--- src/rtl/dn_port_sequencer_pkg.sv ---
// dn_port_pkg: shared types and constants for the Dn register port sequencer.
//   state_t        sequencer FSM states
//   kind_t         what a latched request will do to the RAM
//   SIZE_*         core write-size encodings (one-hot, byte has priority)
//   GRANT_*        arbiter grant identifiers
//   req_kind()     classifies a request from its we/size fields
//   merge_partial() builds the write-back word for a byte/word write
package dn_port_pkg;

    typedef enum logic [1:0] {IDLE, RD, WR, DONE} state_t;

    typedef enum logic [1:0] {
        KIND_NOP,      // core write with no size bit set: ack only
        KIND_READ,
        KIND_PARTIAL,  // byte or word write, needs read-modify-write
        KIND_LONG      // full-word write, single RAM cycle
    } kind_t;

    localparam logic [2:0] SIZE_BYTE = 3'b001;
    localparam logic [2:0] SIZE_WORD = 3'b010;
    localparam logic [2:0] SIZE_LONG = 3'b100;

    localparam logic GRANT_CORE = 1'b0;
    localparam logic GRANT_DBG  = 1'b1;

    // Size bits are checked byte > word > long, so a malformed multi-bit
    // size still resolves to exactly one access width.
    function automatic kind_t req_kind(input logic we, input logic [2:0] size);
        if (!we)                return KIND_READ;
        if (size[0] || size[1]) return KIND_PARTIAL;
        if (size[2])            return KIND_LONG;
        return KIND_NOP;
    endfunction

    function automatic logic [31:0] merge_partial(input logic [31:0] old,
                                                  input logic [31:0] wdata,
                                                  input logic [2:0]  size);
        if (size[0]) return {old[31:8],  wdata[7:0]};
        return {old[31:16], wdata[15:0]};
    endfunction

endpackage

--- src/rtl/dn_port_sequencer_if.sv ---
// dn_port_sequencer_if: request/response and RAM-side signals of the sequencer.
//   core_*   core execution port (req/we/addr/size/wdata in, ack/rdata out)
//   dbg_*    debug port, always full-word (req/we/addr/wdata in, ack/rdata out)
//   ram_*    single-port synchronous-read RAM connection
//   busy     sequencer not idle
// modport slave  : the sequencer side
// modport master : requesters plus RAM side
interface dn_port_sequencer_if #(
    parameter int DATA_WIDTH = 32,
    parameter int ADDR_WIDTH = 3
);
    logic                  core_req;
    logic                  core_we;
    logic [ADDR_WIDTH-1:0] core_addr;
    logic [2:0]            core_size;
    logic [DATA_WIDTH-1:0] core_wdata;
    logic                  core_ack;
    logic [DATA_WIDTH-1:0] core_rdata;

    logic                  dbg_req;
    logic                  dbg_we;
    logic [ADDR_WIDTH-1:0] dbg_addr;
    logic [DATA_WIDTH-1:0] dbg_wdata;
    logic                  dbg_ack;
    logic [DATA_WIDTH-1:0] dbg_rdata;

    logic [ADDR_WIDTH-1:0] ram_address;
    logic [DATA_WIDTH-1:0] ram_data_in;
    logic                  ram_we;
    logic [DATA_WIDTH-1:0] ram_data_out;

    logic                  busy;

    modport slave (
        input  core_req, core_we, core_addr, core_size, core_wdata,
        output core_ack, core_rdata,
        input  dbg_req, dbg_we, dbg_addr, dbg_wdata,
        output dbg_ack, dbg_rdata,
        output ram_address, ram_data_in, ram_we,
        input  ram_data_out,
        output busy
    );

    modport master (
        output core_req, core_we, core_addr, core_size, core_wdata,
        input  core_ack, core_rdata,
        output dbg_req, dbg_we, dbg_addr, dbg_wdata,
        input  dbg_ack, dbg_rdata,
        input  ram_address, ram_data_in, ram_we,
        output ram_data_out,
        input  busy
    );

endinterface

--- src/rtl/dn_port_sequencer_arb.sv ---
// rr_arbiter2: two-input round-robin grant.
//   clock, reset     clock / async active-high reset
//   req_core, req_dbg request levels
//   update           strobe: record done_grant as the last winner
//   done_grant       identity of the transaction being completed
//   grant_valid      at least one request present
//   grant            winner (GRANT_CORE / GRANT_DBG)
module rr_arbiter2
    import dn_port_pkg::*;
(
    input  logic clock,
    input  logic reset,
    input  logic req_core,
    input  logic req_dbg,
    input  logic update,
    input  logic done_grant,
    output logic grant_valid,
    output logic grant
);

    logic last_grant;

    // Starts at DBG so the core wins the first tie after reset.
    always_ff @(posedge clock or posedge reset) begin
        if (reset)       last_grant <= GRANT_DBG;
        else if (update) last_grant <= done_grant;
    end

    always_comb begin
        grant_valid = req_core | req_dbg;
        if (req_core && req_dbg) grant = ~last_grant;
        else if (req_core)       grant = GRANT_CORE;
        else                     grant = GRANT_DBG;
    end

endmodule

--- src/rtl/dn_port_sequencer.sv ---
// dn_port_sequencer: shares the single-port Dn RAM between core and debug
// ports and emulates byte/word writes by read-modify-write.
//   clock   sole clock, rising edge
//   reset   async active-high
//   bus     dn_port_sequencer_if.slave: core/dbg request ports, RAM port, busy
// Latency from grant to ack: long write 1, read 2, byte/word write 3,
// size-000 core write 1 (no RAM access).
module dn_port_sequencer
    import dn_port_pkg::*;
#(
    parameter int DATA_WIDTH = 32,
    parameter int ADDR_WIDTH = 3
) (
    input  logic                clock,
    input  logic                reset,
    dn_port_sequencer_if.slave  bus
);

    state_t                state, state_n;
    kind_t                 kind_q, sel_kind;
    logic                  gnt_q, arb_gnt, arb_valid, nxt_gnt, take, upd;
    logic [ADDR_WIDTH-1:0] addr_q, sel_addr;
    logic [2:0]            size_q, sel_size;
    logic                  sel_we;
    logic [DATA_WIDTH-1:0] wdata_q, sel_wdata, old_q, din_q, merged;
    logic [DATA_WIDTH-1:0] core_rdata_q, dbg_rdata_q;
    logic                  core_ack_q, dbg_ack_q;
    logic                  ram_we_c;
    logic [ADDR_WIDTH-1:0] ram_addr_c;
    logic [DATA_WIDTH-1:0] ram_din_c;

    rr_arbiter2 u_arb (
        .clock       (clock),
        .reset       (reset),
        .req_core    (bus.core_req),
        .req_dbg     (bus.dbg_req),
        .update      (upd),
        .done_grant  (gnt_q),
        .grant_valid (arb_valid),
        .grant       (arb_gnt)
    );

    // Requests are only taken in IDLE; gating with reset keeps a pending
    // long write from reaching the RAM combinationally while in reset.
    assign take      = (state == IDLE) && arb_valid && !reset;
    assign sel_we    = (arb_gnt == GRANT_DBG) ? bus.dbg_we    : bus.core_we;
    assign sel_addr  = (arb_gnt == GRANT_DBG) ? bus.dbg_addr  : bus.core_addr;
    assign sel_wdata = (arb_gnt == GRANT_DBG) ? bus.dbg_wdata : bus.core_wdata;
    assign sel_size  = (arb_gnt == GRANT_DBG) ? SIZE_LONG     : bus.core_size;
    assign sel_kind  = req_kind(sel_we, sel_size);
    assign nxt_gnt   = take ? arb_gnt : gnt_q;
    assign merged    = merge_partial(old_q, wdata_q, size_q);

    always_comb begin
        state_n    = state;
        ram_we_c   = 1'b0;
        ram_addr_c = addr_q;   // hold the latched address when not accessing
        ram_din_c  = din_q;
        upd        = 1'b0;
        case (state)
            IDLE: if (take) begin
                ram_addr_c = sel_addr;
                case (sel_kind)
                    KIND_LONG: begin
                        ram_we_c  = 1'b1;
                        ram_din_c = sel_wdata;
                        state_n   = DONE;
                    end
                    KIND_READ, KIND_PARTIAL: state_n = RD;
                    default:                 state_n = DONE;
                endcase
            end
            RD:   state_n = (kind_q == KIND_READ) ? DONE : WR;
            WR: begin
                ram_we_c  = 1'b1;
                ram_din_c = merged;
                state_n   = DONE;
            end
            DONE: begin
                upd     = 1'b1;
                state_n = IDLE;
            end
            default: state_n = IDLE;
        endcase
    end

    always_ff @(posedge clock or posedge reset) begin
        if (reset) begin
            state        <= IDLE;
            gnt_q        <= GRANT_CORE;
            kind_q       <= KIND_NOP;
            addr_q       <= '0;
            size_q       <= '0;
            wdata_q      <= '0;
            old_q        <= '0;
            din_q        <= '0;
            core_rdata_q <= '0;
            dbg_rdata_q  <= '0;
            core_ack_q   <= 1'b0;
            dbg_ack_q    <= 1'b0;
        end else begin
            state <= state_n;
            din_q <= ram_din_c;
            if (take) begin
                gnt_q   <= arb_gnt;
                kind_q  <= sel_kind;
                addr_q  <= sel_addr;
                size_q  <= sel_size;
                wdata_q <= sel_wdata;
            end
            if (state == RD) begin
                old_q <= bus.ram_data_out;
                if (kind_q == KIND_READ) begin
                    if (gnt_q == GRANT_DBG) dbg_rdata_q  <= bus.ram_data_out;
                    else                    core_rdata_q <= bus.ram_data_out;
                end
            end
            // Ack is registered so it is high exactly during the DONE cycle.
            core_ack_q <= (state_n == DONE) && (nxt_gnt == GRANT_CORE);
            dbg_ack_q  <= (state_n == DONE) && (nxt_gnt == GRANT_DBG);
        end
    end

    assign bus.ram_we      = ram_we_c;
    assign bus.ram_address = ram_addr_c;
    assign bus.ram_data_in = ram_din_c;
    assign bus.core_ack    = core_ack_q;
    assign bus.dbg_ack     = dbg_ack_q;
    assign bus.core_rdata  = core_rdata_q;
    assign bus.dbg_rdata   = dbg_rdata_q;
    assign bus.busy        = (state != IDLE);

endmodule

--- src/flat_wrapper.sv ---
// flat-port wrapper written by rule: the top's interface ports become plain ports
module dn_port_sequencer_flat import dn_port_pkg::*;
#(
    parameter int DATA_WIDTH = 32,
    parameter int ADDR_WIDTH = 3
)
  (clock, reset, bus_core_req, bus_core_we, bus_core_addr, bus_core_size, bus_core_wdata, bus_core_ack, bus_core_rdata, bus_dbg_req, bus_dbg_we, bus_dbg_addr, bus_dbg_wdata, bus_dbg_ack, bus_dbg_rdata, bus_ram_address, bus_ram_data_in, bus_ram_we, bus_ram_data_out, bus_busy);
  dn_port_sequencer_if #(.DATA_WIDTH(DATA_WIDTH), .ADDR_WIDTH(ADDR_WIDTH)) bus_i ();
  input  logic clock;
  input  logic reset;
  input wire logic [$bits(bus_i.core_req)-1:0] bus_core_req;
  input wire logic [$bits(bus_i.core_we)-1:0] bus_core_we;
  input wire logic [$bits(bus_i.core_addr)-1:0] bus_core_addr;
  input wire logic [$bits(bus_i.core_size)-1:0] bus_core_size;
  input wire logic [$bits(bus_i.core_wdata)-1:0] bus_core_wdata;
  output wire logic [$bits(bus_i.core_ack)-1:0] bus_core_ack;
  output wire logic [$bits(bus_i.core_rdata)-1:0] bus_core_rdata;
  input wire logic [$bits(bus_i.dbg_req)-1:0] bus_dbg_req;
  input wire logic [$bits(bus_i.dbg_we)-1:0] bus_dbg_we;
  input wire logic [$bits(bus_i.dbg_addr)-1:0] bus_dbg_addr;
  input wire logic [$bits(bus_i.dbg_wdata)-1:0] bus_dbg_wdata;
  output wire logic [$bits(bus_i.dbg_ack)-1:0] bus_dbg_ack;
  output wire logic [$bits(bus_i.dbg_rdata)-1:0] bus_dbg_rdata;
  output wire logic [$bits(bus_i.ram_address)-1:0] bus_ram_address;
  output wire logic [$bits(bus_i.ram_data_in)-1:0] bus_ram_data_in;
  output wire logic [$bits(bus_i.ram_we)-1:0] bus_ram_we;
  input wire logic [$bits(bus_i.ram_data_out)-1:0] bus_ram_data_out;
  output wire logic [$bits(bus_i.busy)-1:0] bus_busy;
  assign bus_i.core_req = bus_core_req;
  assign bus_i.core_we = bus_core_we;
  assign bus_i.core_addr = bus_core_addr;
  assign bus_i.core_size = bus_core_size;
  assign bus_i.core_wdata = bus_core_wdata;
  assign bus_core_ack = bus_i.core_ack;
  assign bus_core_rdata = bus_i.core_rdata;
  assign bus_i.dbg_req = bus_dbg_req;
  assign bus_i.dbg_we = bus_dbg_we;
  assign bus_i.dbg_addr = bus_dbg_addr;
  assign bus_i.dbg_wdata = bus_dbg_wdata;
  assign bus_dbg_ack = bus_i.dbg_ack;
  assign bus_dbg_rdata = bus_i.dbg_rdata;
  assign bus_ram_address = bus_i.ram_address;
  assign bus_ram_data_in = bus_i.ram_data_in;
  assign bus_ram_we = bus_i.ram_we;
  assign bus_i.ram_data_out = bus_ram_data_out;
  assign bus_busy = bus_i.busy;
  dn_port_sequencer #(.DATA_WIDTH(DATA_WIDTH), .ADDR_WIDTH(ADDR_WIDTH)) u_core (.clock(clock), .reset(reset), .bus(bus_i));
endmodule
--- config.mk ---
export PLATFORM = sky130hd
export DESIGN_NAME = dn_port_sequencer_flat
export DESIGN_NICKNAME = d
export VERILOG_FILES = /design/src/rtl/dn_port_sequencer_pkg.sv /design/src/rtl/dn_port_sequencer_if.sv /design/src/rtl/dn_port_sequencer_arb.sv /design/src/rtl/dn_port_sequencer.sv /design/src/flat_wrapper.sv
export SDC_FILE = /design/constraint.sdc
export NUM_CORES = 1
export LEC_CHECK = 0
export ABC_AREA = 1
export CAP_MARGIN = 30
export CORE_MARGIN = 2
export CORE_UTILIZATION = 51
export CTS_CLUSTER_SIZE = 10
export DETAILED_ROUTE_END_ITERATION = 8
export PLACE_DENSITY_LB_ADDON = 0.15
export RECOVER_POWER = 50
export SYNTH_ARGS = -nofsm -noshare
export SYNTH_HDL_FRONTEND = slang
export SYNTH_SLANG_ARGS = --single-unit
--- constraint.sdc ---
create_clock -name clock -period 14.8 [get_ports clock]
set_input_delay 2.96 -clock clock [delete_from_list [all_inputs] [get_ports clock]]
set_output_delay 2.96 -clock clock [all_outputs]
set_load 0.01 [all_outputs]
==> impl_metrics.py <==
metrics = {
    "clock_network": {
        "cts_buffers": 17,
        "cts_max_level": 4,
        "worstSkewPairLatency_ns": 0.42,
        "cts_buffer_depth": 2,
        "clkTransAtPathRegs_ns": 0.06,
        "clock-root-buffer": "clkbuf_16",
        "cts-hold-fix-buffers": 0,
        "cts_resized": 0,
        "clock_sinks": 148,
        "cts_tree": "yes",
        "postCtsSetupRepairBufs": 0,
    },
    "layout": {
        "nNetsFinal": 1133,
        "syn2layout_area_growth_pct": 39.8,
        "stdcell_area_mm2": 0.00954,
        "regArea_mm2": 0.00370,
        "multi_input_area_mm2": 0.00247,
        "drive_gt1_share_pct": 5.15,
        "finalNonFillerCells": 1206,
        "fillers": 1026,
        "antenna_cells": 0,
        "utilization_pct": 72.6,
    },
    "pwr": {
        "p_int_w": 0.00130,
        "powerDensity_mw_per_mm2": 220,
        "leakage_nw": 4.63,
        "combPwrFrac_pct": 47.3,
        "switching_share_pct": 38.2,
        "seqPwrFrac_pct": 34.2,
        "peakVddDrop_mv": 0.182,
        "pwr-share-clk_pct": 18.5,
        "switching_power_w": 0.000803,
    },
    "drt": {
        "routed_via_density": 5.01,
        "dr.pass1.iters": 5,
        "ant_nets": 0,
        "wl_per_cell_um": 15.0,
        "drc": 0,
        "wl_um": 18100,
        "vias": 6038,
        "dr.first_iter.drc_count": 553,
    },
    "timing": {
        "finalCriticalPeriod_ns": 10.03,
        "final.setup.tns_ns": 0,
        "setup_viol": 0,
        "timing.hold.ws_ns": 0.477,
        "rsz0062_at_grt": "no",
        "clock_skew_ns": 0.00604,
        "drv_slew": 67,
        "timing.final.crit_share_pct": 67.7,
        "max_freq_mhz": 99.7,
        "worstMarginPinSlew_ns": 2.96,
        "slew_headroom_pct": -98.1,
        "hold_violations": 0,
    },
    "global_route": {
        "track_usage_pct": 26.4,
        "grt_max_degree": 70,
        "first_global_vias": 6040,
        "antenna_found_initial": 0,
        "grt_overflow": 0,
        "grt_pass1_wl_um": 29800,
    },
    "floorplanning": {
        "core-area_mm2": 0.0131,
        "fp.dieH_um": 120,
        "die_width_um": 120,
        "num_rows": 42,
        "start_util_pct": 51.9,
        "fp.dieArea_mm2": 0.0143,
        "ios": 214,
    },
    "setup_path": {
        "r2r_setup_slack_ns": 11.27,
        "crit_arrival_ns": 7.07,
        "critPathCaptureType": "output pin",
        "reg2reg_to": "u_core.din_q[16]$_DFF_PP0_",
        "required_ns": 11.84,
        "critical_path_class": "in -> out",
        "start_kind": "input port",
        "r2r_cells": 14,
        "cp_max_fo": 55,
        "r2r-start": "u_core.u_arb.last_grant$_DFFE_PP1N_",
    },
    "synth": {
        "yosysSeqAreaShare_pct": 54.3,
        "yosys_warnings": 0,
        "syn_area_mm2": 0.00682,
        "syn_avg_cell_area_um2": 8.28,
        "synth_cells": 824,
        "synth_seq_cells": 148,
        "syn_nets": 940,
        "ys_types": 28,
    },
    "outcome": {
        "outcome": "complete, but fails checks",
        "violations": "capacitance limit, slew limit",
    },
    "placed_design": {
        "placed_cells": 1174,
        "dp_hpwl_um": 12600,
        "place.gp.congestion": 0.911,
        "placed_cell_area_mm2": 0.00902,
        "io_buffers": 213,
    },
    "hold_path": {
        "holdCritPathClass": "reg -> reg",
        "hp-start": "u_core.bus.dbg_rdata[16]$_DFFE_PP0P_",
        "min_to": "u_core.bus.dbg_rdata[16]$_DFFE_PP0P_",
        "worstHoldPathCells": 2,
    },
    "job": {
        "cap_violations": 1,
    },
}
## power by group through the flow
stage	Clock (W)	Combinational [W]	Sequential, W
after floorplan	0	0.000475	0.000744
after global placement	0	0.000996	0.000719
after detailed placement	0	0.00102	0.000722
after CTS	0.000393	0.00102	0.000720
after global routing	0.000413	0.00110	0.000742
final	0.000388	0.000994	0.000719
## cells by family after synthesis
logic type	count (synthesis)	share of synthesized area [%]
AOI/OAI and AO/OA	197	15.4
adders and majority gates	5	0.917
buffers and inverters	149	9.42
DFF	148	54.3
and+or+nand+nor	325	19.9
## metrics by stage
step	power (W)	setup WS (ns)
final	0.00210	4.77
after global routing	0.00225	4.32
after CTS	0.00214	4.80
after detailed placement	0.00174	4.83
after global placement	0.00172	4.92
after floorplan	0.00122	7.41
## synthesized netlist by cell type (all sizes together)
cell | number | area, um2
buf | 29 | 191
clkbuf | 17 | 65.1
dfstp | 1 | 26.3
ha | 5 | 62.6
inv | 103 | 387
a21oi | 42 | 210
a22oi | 24 | 180
nor2 | 10 | 52.6
nand2 | 272 | 1040
o21ai | 131 | 663
nand3b | 16 | 120
nand4 | 1 | 12.5
and2 | 1 | 6.26
dfrtp | 147 | 3680
or2 | 2 | 12.5
nand3 | 23 | 120
## final cells by class
cell class	count	share of cell area, %
Clock buffer	18	4.50
Clock inverter	14	1.14
Inverter	103	4.06
Multi-Input combinational cell	527	25.9
Sequential cell	148	38.8
Tap cell	176	2.31
Timing Repair Buffer	220	23.3
## critical path, cell delays in order
cell and delay [ns]:
clkdlybuf4s50_1 0.85, nand2_2 0.67, inv_1 0.40, nand2_1 0.08, nand2_1 0.10, and2_1 0.13, ha_1 0.16, inv_1 0.07
nor2_4 0.61, nand3_1 0.17, nand2_1 0.10, nand2_1 0.05, nand2_1 0.14, clkdlybuf4s50_1 0.55
## registers in the layout (all words and copies together), names as in the netlist
register	cells
u_core.bus.core_rdata	32
u_core.bus.dbg_rdata	32
u_core.din_q	32
u_core.old_q	24
u_core.wdata_q	16
u_core.addr_q	3
u_core.kind_q	2
u_core.state	2
u_core.bus.core_ack	1
u_core.bus.dbg_ack	1
u_core.gnt_q	1
u_core.size_q	1
u_core.u_arb.last_grant	1
## worst max path at each step
| stage | end | start | slack (ns) |
|---|---|---|---|
| after floorplan | bus_ram_data_in[24] | bus_core_req | 7.41 |
| after CTS | bus_ram_data_in[16] | bus_core_req | 4.80 |
| final | bus_ram_data_in[16] | bus_core_req | 4.77 |
| after global routing | bus_ram_data_in[16] | bus_core_req | 4.32 |
| after global placement | bus_ram_data_in[19] | bus_core_req | 4.92 |
| after detailed placement | bus_ram_data_in[16] | bus_core_req | 4.83 |
## layer usage
layer / global-route usage (%) / routed length [um]
met5: 0 / 0
met4: 8.09 / 351
met3: 6.80 / 1090
met2: 44.6 / 8890
met1: 33.5 / 7790
## layout by cell type (no fill, tap or decap), types with 5 or more instances in the layout
| cell | n |
|---|---|
| a21oi_1 | 42 |
| nand2_1 | 268 |
| clkdlybuf4s50_1 | 149 |
| inv_1 | 99 |
| nand3b_1 | 16 |
| o21ai_1 | 5 |
| ha_1 | 5 |
| o21ai_0 | 126 |
| nand3_1 | 22 |
| clkbuf_16 | 17 |
| dlygate4sd3_1 | 64 |
| a22oi_1 | 24 |
| nor2_1 | 7 |
| clkinvlp_4 | 7 |
| dfrtp_1 | 147 |
Power figures use the tool's default switching activity.
